--- config.mk ---
export PLATFORM = sky130hd
export DESIGN_NAME = keynsham_rom_arbiter
export DESIGN_NICKNAME = d
export VERILOG_FILES = /design/src/rtl/keynsham_rom_arbiter.sv
export SDC_FILE = /design/constraint.sdc
export NUM_CORES = 1
export LEC_CHECK = 0
export ABC_AREA = 1
export CAP_MARGIN = 10
export CORE_MARGIN = 2
export CORE_UTILIZATION = 28
export DETAILED_ROUTE_END_ITERATION = 10
export GPL_TIMING_DRIVEN = 0
export PLACE_DENSITY = 0.85
export SKIP_CTS_REPAIR_TIMING = 1
export SYNTH_ARGS = -nofsm -noshare
export SYNTH_HDL_FRONTEND = slang
export SYNTH_SLANG_ARGS = --single-unit
--- constraint.sdc ---
create_clock -name clk -period 1.52 [get_ports clk]
set_input_delay 0.38 -clock clk [delete_from_list [all_inputs] [get_ports clk]]
set_output_delay 0.38 -clock clk [all_outputs]
set_load 0.01 [all_outputs]
--- src/rtl/keynsham_rom_arbiter.sv ---
// Arbiter that lets the CPU instruction and data buses share one synchronous-read boot ROM.
// Each cycle it picks one bus, drives the ROM address, and returns the read data and an ack on the next cycle.
module keynsham_rom_arbiter #(
    parameter int unsigned AW         = 11,
    parameter bit          FIXED_PRIO = 1'b0,
    parameter int unsigned CNT_W      = 16
) (
    input  logic             clk,
    input  logic             rst_n,
    input  logic             i_access,
    input  logic             i_cs,
    input  logic [29:0]      i_addr,
    output logic [31:0]      i_data,
    output logic             i_ack,
    input  logic             d_access,
    input  logic             d_cs,
    input  logic [29:0]      d_addr,
    output logic [31:0]      d_data,
    output logic             d_ack,
    output logic [AW-1:0]    rom_addr,
    output logic             rom_en,
    input  logic [31:0]      rom_rdata,
    output logic [CNT_W-1:0] conflict_cnt
);

    typedef enum logic {
        GNT_I = 1'b0,
        GNT_D = 1'b1
    } gnt_e;

    logic             i_req;
    logic             d_req;
    logic             both_req;
    logic             grant_i;
    logic             grant_d;

    gnt_e             last_gnt_q, last_gnt_d;
    logic             gnt_i_q, gnt_i_d;
    logic             gnt_d_q, gnt_d_d;
    logic [CNT_W-1:0] conflict_cnt_q, conflict_cnt_d;

    // The ROM only sees the low word-address bits; the rest come from chip-select decode.
    logic             unused_addr_bits;
    assign unused_addr_bits = ^{i_addr[29:AW], d_addr[29:AW]};

    assign i_req    = i_access & i_cs;
    assign d_req    = d_access & d_cs;
    assign both_req = i_req & d_req;

    always_comb begin
        // NOTE: every variable gets a default first so no path leaves it unassigned (no latch).
        grant_i = 1'b0;
        grant_d = 1'b0;
        if (both_req) begin
            if (FIXED_PRIO || (last_gnt_q == GNT_D)) begin
                grant_i = 1'b1;
            end else begin
                grant_d = 1'b1;
            end
        end else begin
            grant_i = i_req;
            grant_d = d_req;
        end
    end

    always_comb begin
        rom_addr = '0;
        if (grant_i) begin
            rom_addr = i_addr[AW-1:0];
        end else if (grant_d) begin
            rom_addr = d_addr[AW-1:0];
        end
    end

    assign rom_en = grant_i | grant_d;

    always_comb begin
        gnt_i_d        = grant_i;
        gnt_d_d        = grant_d;
        last_gnt_d     = last_gnt_q;
        conflict_cnt_d = conflict_cnt_q;
        if (grant_i) begin
            last_gnt_d = GNT_I;
        end else if (grant_d) begin
            last_gnt_d = GNT_D;
        end
        if (both_req && (conflict_cnt_q != {CNT_W{1'b1}})) begin
            conflict_cnt_d = conflict_cnt_q + CNT_W'(1);
        end
    end

    // last_gnt resets to D so that the first conflict after reset goes to I.
    always_ff @(posedge clk) begin
        // NOTE: sequential state uses non-blocking assignments so all flops update together.
        if (!rst_n) begin
            gnt_i_q        <= 1'b0;
            gnt_d_q        <= 1'b0;
            last_gnt_q     <= GNT_D;
            conflict_cnt_q <= '0;
        end else begin
            gnt_i_q        <= gnt_i_d;
            gnt_d_q        <= gnt_d_d;
            last_gnt_q     <= last_gnt_d;
            conflict_cnt_q <= conflict_cnt_d;
        end
    end

    assign i_ack        = gnt_i_q;
    assign d_ack        = gnt_d_q;
    assign i_data       = gnt_i_q ? rom_rdata : 32'h0;
    assign d_data       = gnt_d_q ? rom_rdata : 32'h0;
    assign conflict_cnt = conflict_cnt_q;

endmodule

== Word level (Yosys, flattened, before mapping) ==
Index checks and enable logic that the tools add are counted.
W data, S select, Z words.

* Reduce and logical (&&, ||, !) cells: 2
* Bitwise operators: 4
* Add/subtract/negate cells: 1
* Eq/ne operators: 1
* Mux-type cells: 10

{| class="wikitable"
|+ Operator list
! kind !! count
|-
| $mux W32 || 2
|-
| $mux W11 || 2
|-
| $add A16 B1 Y16 const B || 1
|-
| $ne A16 B16 Y1 const B || 1
|-
| $mux W1 || 6
|-
| $and A1 B1 Y1 || 3
|-
| $reduce_bool A2 Y1 || 1
|-
| $logic_and A1 B1 Y1 || 1
|-
| $or A1 B1 Y1 || 1
|}

* Register bits after elaboration: 19
* Input bits: 98
* Logic and storage cells: 22

== Longest topological paths before layout ==
* Depth in word-level cells: 5
* Gate-level depth with buffers: 10
* Mapped depth without buffers: 9

== Least setup slack after synthesis ==
OpenSTA, ideal clock, no wires.

* Path kind: input to output
* Start point: input port d_access
* End point: output port rom_addr[2]
* Slack: -0.015 ns
* Cell stages on the path: 6
* Arrival time: 1.155 ns
* Path buffers: 1
* Path through: nand2_2 > inv_1 > nand2_1 > clkbuf_1 > nand3_1 > o21ai_0

* Longest elaborated chain between the ends: 5
* Elaborated cells on any way between the ends: 6

{| class="wikitable"
|+ RTL lines
! what !! RTL line !! RTL
|-
| start, declared || 15 || <nowiki>input logic d_access,</nowiki>
|-
| $and A1 B1 Y1 (*) || 47 || <nowiki>assign d_req = d_access & d_cs;</nowiki>
|-
| $and A1 B1 Y1 || 48 || <nowiki>assign both_req = i_req & d_req;</nowiki>
|-
| $mux W1 || 54 || <nowiki>if (both_req) begin</nowiki>
|-
| $mux W11 || 70 || <nowiki>end else if (grant_d) begin</nowiki>
|-
| $mux W11 (*) || 68 || <nowiki>if (grant_i) begin</nowiki>
|-
| end, declared || 20 || <nowiki>output logic [AW-1:0] rom_addr,</nowiki>
|}

Mark *: on every way between the ends. The rest lies on a longest branch, timed or not.

== Final worst setup path ==
* Start point: register last_gnt_q
* End point: output port rom_addr[2]

* Longest elaborated chain between the ends: 4
* Elaborated cells on any way between the ends: 6

{| class="wikitable"
|+ RTL lines
! what !! RTL line !! RTL
|-
| start, declared || 37 || <nowiki>gnt_e last_gnt_q, last_gnt_d;</nowiki>
|-
| start signal, assigned || 103 || <nowiki>last_gnt_q <= last_gnt_d;</nowiki>
|-
| $mux W1 || 55 || <nowiki>if (FIXED_PRIO || (last_gnt_q == GNT_D)) begin</nowiki>
|-
| $mux W1 || 54 ||
|-
| $mux W11 || 70 ||
|-
| $mux W11 (*) || 68 ||
|}

Marked as above.

==> impl_metrics.env <==
export IMPL_yosysWarnings=0
export IMPL_grt_antenna_before_repair=0
export IMPL_crit_required_ns=1.14
export IMPL_status="complete, but fails checks"
export IMPL_globalplace_congestion=0.853
export IMPL_yosysSeqAreaShare=0.218
export IMPL_endpoint="rom_addr[2]"
export IMPL_regArea_sq_um=404
export IMPL_powerDensity_nw_per_um2=374
export IMPL_synth_seq_cells=19
export IMPL_portBuffers=153
export IMPL_io_pins=192
export IMPL_syn_area_sq_um=1740
export IMPL_h_tree_depth=1
export IMPL_die_x_um=82.9
export IMPL_worstMarginPinSlew_ns=0.345
export IMPL_reg2reg_to="conflict_cnt[15]"
export IMPL_min_delay_start="conflict_cnt[1]"
export IMPL_die_area_sq_um=6880
export IMPL_postSynthCellCount=337
export IMPL_final_util=0.595
export IMPL_synth_top_area_frac=0.241
export IMPL_diodes=0
export IMPL_grt_pass1_wl_mm=10.1
export IMPL_hp_class="reg2reg"
export IMPL_cts_tree="built"
export IMPL_area_growth_pct=103
export IMPL_grt_max_degree=12
export IMPL_dp_slack_ns=-1.12
export IMPL_power_leakage_nw=2.86
export IMPL_num_rows=28
export IMPL_fp_coreArea_sq_um=5960
export IMPL_ys_types=22
export IMPL_fin_skew_ns=0.00495
export IMPL_place_hpwl_mm=5.38
export IMPL_r2r_cells=7
export IMPL_final_max_slew_viol_count=0
export IMPL_startpoint_type="flip-flop"
export IMPL_synthTopCellsByArea="nand2_1, dfxtp_1, inv_1"
export IMPL_setup_viol=9
export IMPL_cp_max_fo=5
export IMPL_worstReg2RegStart="conflict_cnt[0]"
export IMPL_fin_ws_ns=-0.0634
export IMPL_endpoint_kind="output port"
export IMPL_dr_pass1_iters=5
export IMPL_clock_fmax_mhz=632
export IMPL_hold_viol_final=0
export IMPL_ir_drop_uv=316
export IMPL_grtUsageMet2=0.312
export IMPL_placed_cell_area_sq_um=3370
export IMPL_rrSetupSlack_ns=0.14
export IMPL_via_per_inst=4.38
export IMPL_drt_antenna_violating_nets=0
export IMPL_syn_area_per_cell_sq_um=5.18
export IMPL_final_cell_mix="nand2_1, inv_1, dlymetal6s2s_1"
export IMPL_grt_use_total=0.172
export IMPL_drt_wl_total_mm=6.85
export IMPL_clock_path_buffers=2
export IMPL_drt_iter0_drc=72
export IMPL_worst_endpoint_arrival_ns=1.20
export IMPL_startpoint="last_gnt_q"
export IMPL_grt_util_met3=0.0308
export IMPL_drive_gt1_frac=0.261
export IMPL_criticalPathCategory="reg2out"
export IMPL_fin_crit_ns=1.58
export IMPL_clkTransAtPathRegs_ns=0.07
export IMPL_cts_made_buffers=3
export IMPL_grt_most_used_layer="met2"
export IMPL_violations="setup timing"
export IMPL_multiInputGateArea_sq_um=1070
export IMPL_maxCapViolCount=0
export IMPL_finish_instance_area_sq_um=3540
export IMPL_via_count=2516
export IMPL_start_util=0.293
export IMPL_avgRoutedWirePerCell_um=11.9
export IMPL_rsz0062_at_grt="yes"
export IMPL_cts_num_sinks=19
export IMPL_finalCritPeriodShare=1.04
export IMPL_use_met1=0.207
export IMPL_relSlewSlack=0.768
export IMPL_chipHeight_um=82.9
export IMPL_drcViolationCount=0
export IMPL_yosysTopAreaCell="nand2_1"
export IMPL_synthesis_nets=436
export IMPL_n_fill_cell=573
export IMPL_clkLatencyLatePin_ns=0.26
export IMPL_cts_root_buf="clkbuf_8"
export IMPL_grt_ovfl_total=0
export IMPL_grt_pass1_vias=2193
export IMPL_final_common_cell="nand2_1"
export IMPL_fin_nets=599
[report_power, final]
group | switching (W) | leakage (nW) | internal [W] | total [W]
logic | 0.000207 | 2.67 | 0.000255 | 0.000462
registers | 0.00000801 | 0.161 | 0.000501 | 0.000509
clock network | 0.000172 | 0.0255 | 0.000182 | 0.000354
[cell families after synthesis]
| family | share of synthesized area |
|---|---|
| and+or+nand+nor | 0.468 |
| adders and majority gates | 0.00717 |
| buffers and inverters | 0.232 |
| AOI/OAI and AO/OA | 0.0739 |
| DFF | 0.218 |
[state kept, by name, summed over array words and instances, names as in the netlist]
name,flops
d_ack,1
i_ack,1
last_gnt_q,1
conflict_cnt,16
[how the worst min path moves through the flow]
stage	slack (ns)	depth (start not counted)	endpoint
6_report	0.51	2	conflict_cnt[1]
5_1_grt	0.53	2	conflict_cnt[8]
4_1_cts	0.51	2	conflict_cnt[1]
3_5_place_dp	0.50	2	conflict_cnt[1]
3_3_place_gp	0.49	2	conflict_cnt[1]
2_1_floorplan	0.49	2	last_gnt_q
[Yosys cell counts (all sizes together)]
library cell	instances
clkbuf	9
nand3b	1
dfxtp	19
a21oi	9
nor2	39
o211ai	1
ha	1
nand2	119
inv	94
o21ai	14
a31oi	1
nand3	25
nor3	2
buf	2
nand4	1
[through the flow]
step	total power, W	hold WS (ns)	TNS [ns]	cells
global route	0.00139	0.529	-1.07	574
finish	0.00132	0.506	-0.538	574
global placement	0.000980	0.489	-37.85	565
floorplan	0.000659	0.489	-0.0690	337
detailed placement	0.000986	0.503	-39.65	565
CTS	0.00133	0.514	-54.74	569
[worst max-delay path, cell delays in order (launching register included)]
cell     delay, ns
dfxtp_2       0.35
inv_4         0.05
o21ai_4       0.19
buf_6         0.17
o21ai_2       0.05
buf_2         0.13
[per-layer routing]
layer | vias to the layer above | routed length [um]
met2 | 90 | 3580
met3 | 10 | 362
met5 | - | 0
li1 | 1295 | -
met1 | 1121 | 2790
met4 | 0 | 123
[area by class of cell]
class,count,area share
multi-input combinational,213,0.301
clock buffer,3,0.0117
timing repair buffer,158,0.409
buffer,11,0.0339
inverter,94,0.102
clock inverter,1,0.00141
sequential,19,0.114
tap,75,0.0265
No activity file was read; power rests on OpenSTA's default activity.
